`src/rtl/apb_master_if.sv`:
```
// Host request/response channel plus APB bus between apb_master and the
// slave-select decoder/mux.
interface apb_master_if #(
  parameter int ADDR_W = 3,
  parameter int DATA_W = 16
);
  logic              req_valid;
  logic              req_ready;
  logic              req_write;
  logic [ADDR_W-1:0] req_addr;
  logic [DATA_W-1:0] req_wdata;
  logic              rsp_valid;
  logic [DATA_W-1:0] rsp_rdata;
  logic              rsp_timeout;
  logic              Pselx;
  logic              Penable;
  logic              Pwrite;
  logic [ADDR_W-1:0] Paddr;
  logic [DATA_W-1:0] Pwdata;
  logic              Pready;
  logic [DATA_W-1:0] Prdata;

  modport master (
    input  req_valid, req_write, req_addr, req_wdata, Pready, Prdata,
    output req_ready, rsp_valid, rsp_rdata, rsp_timeout,
           Pselx, Penable, Pwrite, Paddr, Pwdata
  );

  modport slave (
    output req_valid, req_write, req_addr, req_wdata, Pready, Prdata,
    input  req_ready, rsp_valid, rsp_rdata, rsp_timeout,
           Pselx, Penable, Pwrite, Paddr, Pwdata
  );
endinterface

```
`src/rtl/apb_master.sv`:
```
// Single-channel APB requester: host request -> SETUP/ACCESS -> one response.
// Define APB_MASTER_TIMEOUT_EN to enable the ACCESS wait-state timeout.
module apb_master #(
  parameter int ADDR_W         = 3,
  parameter int DATA_W         = 16,
  parameter int TIMEOUT_CYCLES = 16
) (
  input  logic         Pclk,
  input  logic         Preset,
  apb_master_if.master bus
);
  typedef enum logic [1:0] {IDLE, SETUP, ACCESS} state_t;

  state_t            state;
  logic              psel, pen, pwr, rvld;
  logic [ADDR_W-1:0] padr;
  logic [DATA_W-1:0] pwd, rdat;
  logic              abort;

  if (TIMEOUT_CYCLES < 2 || TIMEOUT_CYCLES > 255) begin : g_bad_timeout
    $error("apb_master: TIMEOUT_CYCLES out of range 2..255");
  end

`ifdef APB_MASTER_TIMEOUT_EN
  localparam logic [7:0] WCNT_LAST = 8'(TIMEOUT_CYCLES - 1);
  logic [7:0] wcnt;
  logic       rto;
  assign abort = (wcnt == WCNT_LAST);

  // Wait counter: cleared entering ACCESS, counts ACCESS edges with Pready low.
  always_ff @(posedge Pclk) begin
    if (Preset) begin
      wcnt <= '0;
      rto  <= 1'b0;
    end else begin
      if (state == SETUP) wcnt <= '0;
      else if (state == ACCESS && !bus.Pready) wcnt <= wcnt + 8'd1;
      if (state == ACCESS && (bus.Pready || abort)) rto <= !bus.Pready;
    end
  end
  assign bus.rsp_timeout = rto;
`else
  assign abort           = 1'b0;
  assign bus.rsp_timeout = 1'b0;
`endif

  always_ff @(posedge Pclk) begin
    if (Preset) begin
      state <= IDLE;
      psel  <= 1'b0;
      pen   <= 1'b0;
      pwr   <= 1'b0;
      padr  <= '0;
      pwd   <= '0;
      rvld  <= 1'b0;
      rdat  <= '0;
    end else begin
      rvld <= 1'b0;
      case (state)
        IDLE: if (bus.req_valid) begin
          pwr   <= bus.req_write;
          padr  <= bus.req_addr;
          pwd   <= bus.req_write ? bus.req_wdata : '0;
          psel  <= 1'b1;
          pen   <= 1'b0;
          state <= SETUP;
        end
        SETUP: begin
          pen   <= 1'b1;
          state <= ACCESS;
        end
        ACCESS: if (bus.Pready || abort) begin
          // Pready wins on the abort edge: the transfer completes normally.
          psel  <= 1'b0;
          pen   <= 1'b0;
          rvld  <= 1'b1;
          rdat  <= (bus.Pready && !pwr) ? bus.Prdata : '0;
          state <= IDLE;
        end
        default: state <= IDLE;
      endcase
    end
  end

  assign bus.req_ready = (state == IDLE);
  assign bus.Pselx     = psel;
  assign bus.Penable   = pen;
  assign bus.Pwrite    = pwr;
  assign bus.Paddr     = padr;
  assign bus.Pwdata    = pwd;
  assign bus.rsp_valid = rvld;
  assign bus.rsp_rdata = rdat;
endmodule

```
`src/flat_wrapper.sv`:
```
// flat-port wrapper written by rule: the top's interface ports become plain ports
module apb_master_flat 
#(
  parameter int ADDR_W         = 3,
  parameter int DATA_W         = 16,
  parameter int TIMEOUT_CYCLES = 16
)
  (Pclk, Preset, bus_req_valid, bus_req_write, bus_req_addr, bus_req_wdata, bus_Pready, bus_Prdata, bus_req_ready, bus_rsp_valid, bus_rsp_rdata, bus_rsp_timeout, bus_Pselx, bus_Penable, bus_Pwrite, bus_Paddr, bus_Pwdata);
  apb_master_if #(.ADDR_W(ADDR_W), .DATA_W(DATA_W)) bus_i ();
  input  logic Pclk;
  input  logic Preset;
  input wire logic [$bits(bus_i.req_valid)-1:0] bus_req_valid;
  input wire logic [$bits(bus_i.req_write)-1:0] bus_req_write;
  input wire logic [$bits(bus_i.req_addr)-1:0] bus_req_addr;
  input wire logic [$bits(bus_i.req_wdata)-1:0] bus_req_wdata;
  input wire logic [$bits(bus_i.Pready)-1:0] bus_Pready;
  input wire logic [$bits(bus_i.Prdata)-1:0] bus_Prdata;
  output wire logic [$bits(bus_i.req_ready)-1:0] bus_req_ready;
  output wire logic [$bits(bus_i.rsp_valid)-1:0] bus_rsp_valid;
  output wire logic [$bits(bus_i.rsp_rdata)-1:0] bus_rsp_rdata;
  output wire logic [$bits(bus_i.rsp_timeout)-1:0] bus_rsp_timeout;
  output wire logic [$bits(bus_i.Pselx)-1:0] bus_Pselx;
  output wire logic [$bits(bus_i.Penable)-1:0] bus_Penable;
  output wire logic [$bits(bus_i.Pwrite)-1:0] bus_Pwrite;
  output wire logic [$bits(bus_i.Paddr)-1:0] bus_Paddr;
  output wire logic [$bits(bus_i.Pwdata)-1:0] bus_Pwdata;
  assign bus_i.req_valid = bus_req_valid;
  assign bus_i.req_write = bus_req_write;
  assign bus_i.req_addr = bus_req_addr;
  assign bus_i.req_wdata = bus_req_wdata;
  assign bus_i.Pready = bus_Pready;
  assign bus_i.Prdata = bus_Prdata;
  assign bus_req_ready = bus_i.req_ready;
  assign bus_rsp_valid = bus_i.rsp_valid;
  assign bus_rsp_rdata = bus_i.rsp_rdata;
  assign bus_rsp_timeout = bus_i.rsp_timeout;
  assign bus_Pselx = bus_i.Pselx;
  assign bus_Penable = bus_i.Penable;
  assign bus_Pwrite = bus_i.Pwrite;
  assign bus_Paddr = bus_i.Paddr;
  assign bus_Pwdata = bus_i.Pwdata;
  apb_master #(.ADDR_W(ADDR_W), .DATA_W(DATA_W), .TIMEOUT_CYCLES(TIMEOUT_CYCLES)) u_core (.Pclk(Pclk), .Preset(Preset), .bus(bus_i));
endmodule
```
`config.mk`:
```
export PLATFORM = sky130hd
export DESIGN_NAME = apb_master_flat
export DESIGN_NICKNAME = d
export VERILOG_FILES = /design/src/rtl/apb_master_if.sv /design/src/rtl/apb_master.sv /design/src/flat_wrapper.sv
export SDC_FILE = /design/constraint.sdc
export NUM_CORES = 1
export LEC_CHECK = 0
export ABC_AREA = 0
export CAP_MARGIN = 20
export CORE_ASPECT_RATIO = 1.25
export CORE_UTILIZATION = 31
export CTS_CLUSTER_DIAMETER = 40
export CTS_CLUSTER_SIZE = 20
export DETAILED_ROUTE_END_ITERATION = 8
export PLACE_DENSITY = 0.66
export SLEW_MARGIN = 20
export SYNTH_ARGS = -nofsm -noshare
export SYNTH_HDL_FRONTEND = slang
export SYNTH_SLANG_ARGS = --single-unit
```
`constraint.sdc`:
```
create_clock -name Pclk -period 2.02 [get_ports Pclk]
set_clock_uncertainty 0.2 [all_clocks]
set_input_delay 0.404 -clock Pclk [delete_from_list [all_inputs] [get_ports Pclk]]
set_output_delay 0.404 -clock Pclk [all_outputs]
set_load 0.03 [all_outputs]
```
Word-level counts from Yosys, hierarchy flattened
Index checks and enable logic that the tools add are counted.
{ "totals": {"register_bits": 41, "latch_bits": 0, "ramBits": 0, "romBits": 0, "inputBits": 40, "output_inout_bits": 41, "elab_cells": 35, "mem_count": 0} }
{ "op_classes": {"addsub": 0, "mul": 0, "div_mod_pow": 0, "n_lt_le_gt_ge": 0, "n_eq_ne": 4, "shift": 0, "mux": 11, "bitwise_logic": 1, "reduce_logical": 11} }
{ "ops": {"columns": ["operator", "n"], "rows": [
  ["$mux W16", 2],
  ["$pmux W2 S3", 1],
  ["$reduce_and A2 Y1", 3],
  ["$reduce_and A3 Y1", 2],
  ["$mux W1", 4],
  ["$mux W2", 2],
  ["$ne A2 B2 Y1 const B", 2],
  ["$pmux W1 S3", 1],
  ["$reduce_bool A3 Y1", 1],
  ["$eq A2 B1 Y1 const B", 1],
  ["$eq A2 B2 Y1 const B", 1],
  ["$logic_not A2 Y1", 1],
  ["$pmux W1 S2", 1],
  ["$reduce_bool A2 Y1", 1],
  ["$reduce_or A2 Y1", 1],
  ["$logic_and A1 B1 Y1", 1],
  ["$logic_not A1 Y1", 1],
  ["$not A1 Y1", 1]
]} }

Depth between registers and ports, before layout
{ "depth": {"word_depth": 3, "depth_mapped": 6, "ltp_nobuf": 5} }

Worst setup path before layout
No wires, ideal clock.
{ "synth_path": {"path_type": "register to register", "start": "reg u_core.state[0]", "end": "reg u_core.rdat[10], in the netlist u_core.bus.rsp_rdata[10]", "setup_time_ps": 60, "t_arrival_ps": 1208, "setup_slack_ps": 553, "path_stages_with_launch": 6, "n_path_buf": 1, "synth_period_minus_slack_ps": 1467, "cell_sequence": "dfxtp_1 inv_1 ha_1 a21oi_2 buf_4 a22o_1"} }
{ "synth_via": {"elab_chain_len": 2} }
{ "synth_lines": {"columns": ["item", "line", "source"], "rows": [
  ["start, declared", "apb_master.sv:14", "state_t state;"],
  ["start signal, assigned", "apb_master.sv:49", "state <= IDLE;"],
  ["start signal, assigned", "apb_master.sv:66", "state <= SETUP;"],
  ["start signal, assigned", "apb_master.sv:70", "state <= ACCESS;"],
  ["$eq A2 B2 Y1", "apb_master.sv:59", "case (state)"],
  ["$reduce_and A2 Y1 (no source line)", null, null],
  ["end signal, assigned", "apb_master.sv:77", "rdat <= (bus.Pready && !pwr) ? bus.Prdata : '0;"],
  ["end, declared", "apb_master.sv:17", "logic [DATA_W-1:0] pwd, rdat;"]
]} }
Every way passes these cells.
A chain may end at the register's enable or synchronous reset.

Final worst setup path
{ "layout_path": {"start": "reg u_core.psel, in the netlist u_core.bus.Pselx", "end": "out bus_Pselx"} }
{ "layout_lines": {"columns": ["item", "line", "source"], "rows": [
  ["start, declared", "apb_master.sv:15", "logic psel, pen, pwr, rvld;"],
  ["start signal, assigned", "apb_master.sv:50", "psel <= 1'b0;"],
  ["start signal, assigned", "apb_master.sv:64", "psel <= 1'b1;"],
  ["start signal, assigned", "apb_master.sv:74", "psel <= 1'b0;"],
  ["end, declared", "flat_wrapper.sv:22", "output wire logic [$bits(bus_i.Pselx)-1:0] bus_Pselx;"]
]} }
No word-level cell between the ends.

==> results.md <==
* Layout cells sized above 1 at 7.79%
* Adder-Cell Fraction of Synth Area at 3.31%
* CTS tree: yes
* GRT Util Overall at 14.8%
* EDFF count, synth at 0
* Max Fanout on Critical Path at 3
* Clk root buf: clkbuf_8
* Synth Register Bits at 41
* Synth warnings at 0
* Min Tclk post-route at 1.94 ns
* Routed wire length at 3810 um
* Placeable Area at 4730 um^2
* Max VDD drop at 0.319 mV
* Kind of critical path: flip-flop to output port
* CP required at 1.42 ns
* Status: finished, final reports clean
* Cts bufs inserted at 5
* Final Util at 53.5%
* Antenna cells at 0
* Vias/cell at 4.72
* Cell variety after synth at 24
* Switch share at 26.8%
* Area delta synth->final at 67.2%
* Post-synthesis simple-gate area fraction at 17.0%
* CP Launch Type: flip-flop
* Clock sinks at 41
* Arr. time, crit path at 1.34 ns
* Compound-Gate Fraction of Synth Area at 19.5%
* Die ar. at 5160 um^2
* Initial antenna violation count at 0
* Max-Cap Viols at 0
* Hold buffers post-CTS at 0
* Setup violators final at 0
* Slew Limit Fails at 0
* Worst min path class: flip-flop to flip-flop
* Routed Antenna Nets at 0
* Clk_lat worst skew at 0.29 ns
* Router iterations before antenna repair at 4
* Synthesized cell area at 1510 um^2
* DR iter-0 viols at 85
* Post-synth top area share at 54.3%
* Port Buf Inserts at 79
* Synth area leaders: dfxtp_1, a22o_1, a21oi_1
* Nets at 287
* Crit-path leading delay family: buffers and inverters
* Lkg Pwr at 0.939 nW
* Reg clk slew, reported paths at 0.08 ns
* Combinational power share at 23.5%
* Row cnt at 28
* RSZ-0062 raised after global routing: no
* Crit-path cells: clkdlybuf4s50_1
* Setup Total Neg Slack at 0 ns
* Internal Power at 0.00159 W
* Yosys top cell by area: dfxtp_1
* Syn avg cell area at 9.40 um^2
* DR vias at 1436
* H-tree lvl count at 2
* F_max at 515 MHz
* Final hold viol count at 0
* CTS Buffer Depth at 2
* XOR/XNOR Fraction of Synth Area at 0%
* Multiplexer area fraction after synthesis at 0.662%
* Largest family of logic cells by synthesized area: compound AO/OA/AOI/OAI gates
* Global placer's final weighted congestion at 0.784
* Ys flop type: dfxtp_1
* Pin count of the biggest net entering global routing at 23
* Max transition margin at 53.8%
* Tcrit/Tclk final at 96.1%
* Pwr dens at 857 nW/um^2
* CP endpoint kind: output port
* Sequential power share at 40.9%
* Switching Power at 0.000581 W
* Synth Instances at 161
* Top-count cell post-synth: dfxtp_1
* Synth cell count leaders: dfxtp_1, nand2_1, a21oi_1
* Clock power share at 35.6%
* Die span in x at 64.5 um
* Global-route wire length before repair at 5930 um
* Placed inst area at 2400 um^2
* Vias in the first global route at 1244
* Worst path slowest cell: clkdlybuf4s50_1
* Gr ovfl total at 0
* CP max stage delay at 0.69 ns
* Ys async rst share at 0%
* Fin area at 2530 um^2
* DP Wirelength at 2710 um
* Routed wire per std cell at 12.5 um
* Die height at 80.1 um
* IO Pins at 81
* # DRC at 0
* Post-synthesis net count at 205
* Register area share after synthesis at 54.3%
* Initial Util at 32.0%
* Buf+Inv Stages, Crit Path at 1
* Slew @ Worst Pin at 0.693 ns
==> per-layer routing <==
layer | up-vias | global-route usage [%] | share of wire, %
li1 | 718 | - | -
met2 | 53 | 24.9 | 47
met4 | 0 | 5.33 | 1.2
met3 | 6 | 4.26 | 6.0
met5 | - | 0 | 0
met1 | 659 | 17.9 | 45
==> sequential cells by signal (all words and copies together), names as in the netlist <==
signal,count
u_core.bus.Pwdata,16
u_core.bus.rsp_rdata,16
u_core.bus.Paddr,3
u_core.state,2
u_core.bus.Penable,1
u_core.bus.Pselx,1
u_core.bus.Pwrite,1
u_core.bus.rsp_valid,1
==> power groups by stage <==
stage / clock (W) / sequential (W) / combinational [W]
floorplan: 0 / 0.000993 / 0.000192
global placement: 0 / 0.000905 / 0.000520
detailed placement: 0 / 0.000907 / 0.000521
CTS: 0.000795 / 0.000888 / 0.000516
global route: 0.000828 / 0.000893 / 0.000553
finish: 0.000772 / 0.000887 / 0.000509
==> final timing paths <==
kind	from	end	slack, ns	cells past startpoint
worst min-delay path	u_core.bus.Pwdata[13]	u_core.bus.Pwdata[13]	0.25	2
worst max-delay path	u_core.bus.Pselx	bus_Pselx	0.08	1
worst min register to register	u_core.bus.Pwdata[13]	u_core.bus.Pwdata[13]	0.25	2
worst max register to register	u_core.state[0]	u_core.bus.rsp_rdata[6]	0.22	4
==> layout by cell type, fill, tap and decap left out <==
master and instances:
a22o_1 16, clkbuf_8 5, nor2b_1 3, nand2_2 1, o21ai_1 3, bufinv_16 2
buf_4 6, mux2i_1 1, nor2_1 1, inv_1 3, nand2_1 27, o211ai_1 1
or2b_1 1, clkinv_2 1, o41ai_1 1, a21oi_2 1, ha_1 4, nand3_1 18
dfxtp_1 41, nor3_4 1, conb_1 1, clkdlybuf4s50_1 77, dlygate4sd2_1 2, buf_12 2
a21oi_1 23, and2_1 1, nand2b_1 1
==> stage by stage <==
stage	power [W]	worst slack [ns]	std cells	hold WS (ns)
2_1_floorplan	0.00118	0.553	161	0.275
3_5_place_dp	0.00143	0.00322	296	0.243
6_report	0.00217	0.0786	304	0.251
3_3_place_gp	0.00143	0.0474	296	0.238
5_1_grt	0.00227	0.0284	304	0.274
4_1_cts	0.00220	0.0610	304	0.254
==> cells by family (layout without fill, tap and decap cells) <==
kind of cell               Yosys count  after routing
DFF                                 41             41
and+or+nand+nor                     54             54
AOI/OAI and AO/OA                   45             45
buffers and inverters               15             98
muxes                                1              1
adders and majority gates            4              4
other                                1              1
==> area by class of cell <==
class,instances,area (um^2)
clock inverter,3,65.1
tap,60,75.1
timing repair buffer,87,873
clock buffer,5,68.8
fill,455,2200
inverter,3,11.3
sequential,41,821
multi-input combinational,105,616
==> repair_timing <==
item,4_1_cts,5_1_grt
buffers inserted,0,0
endpoints found under the setup margin,2,0
gates resized for setup,2,0
Note: power is estimated with default switching activity, not from simulation.
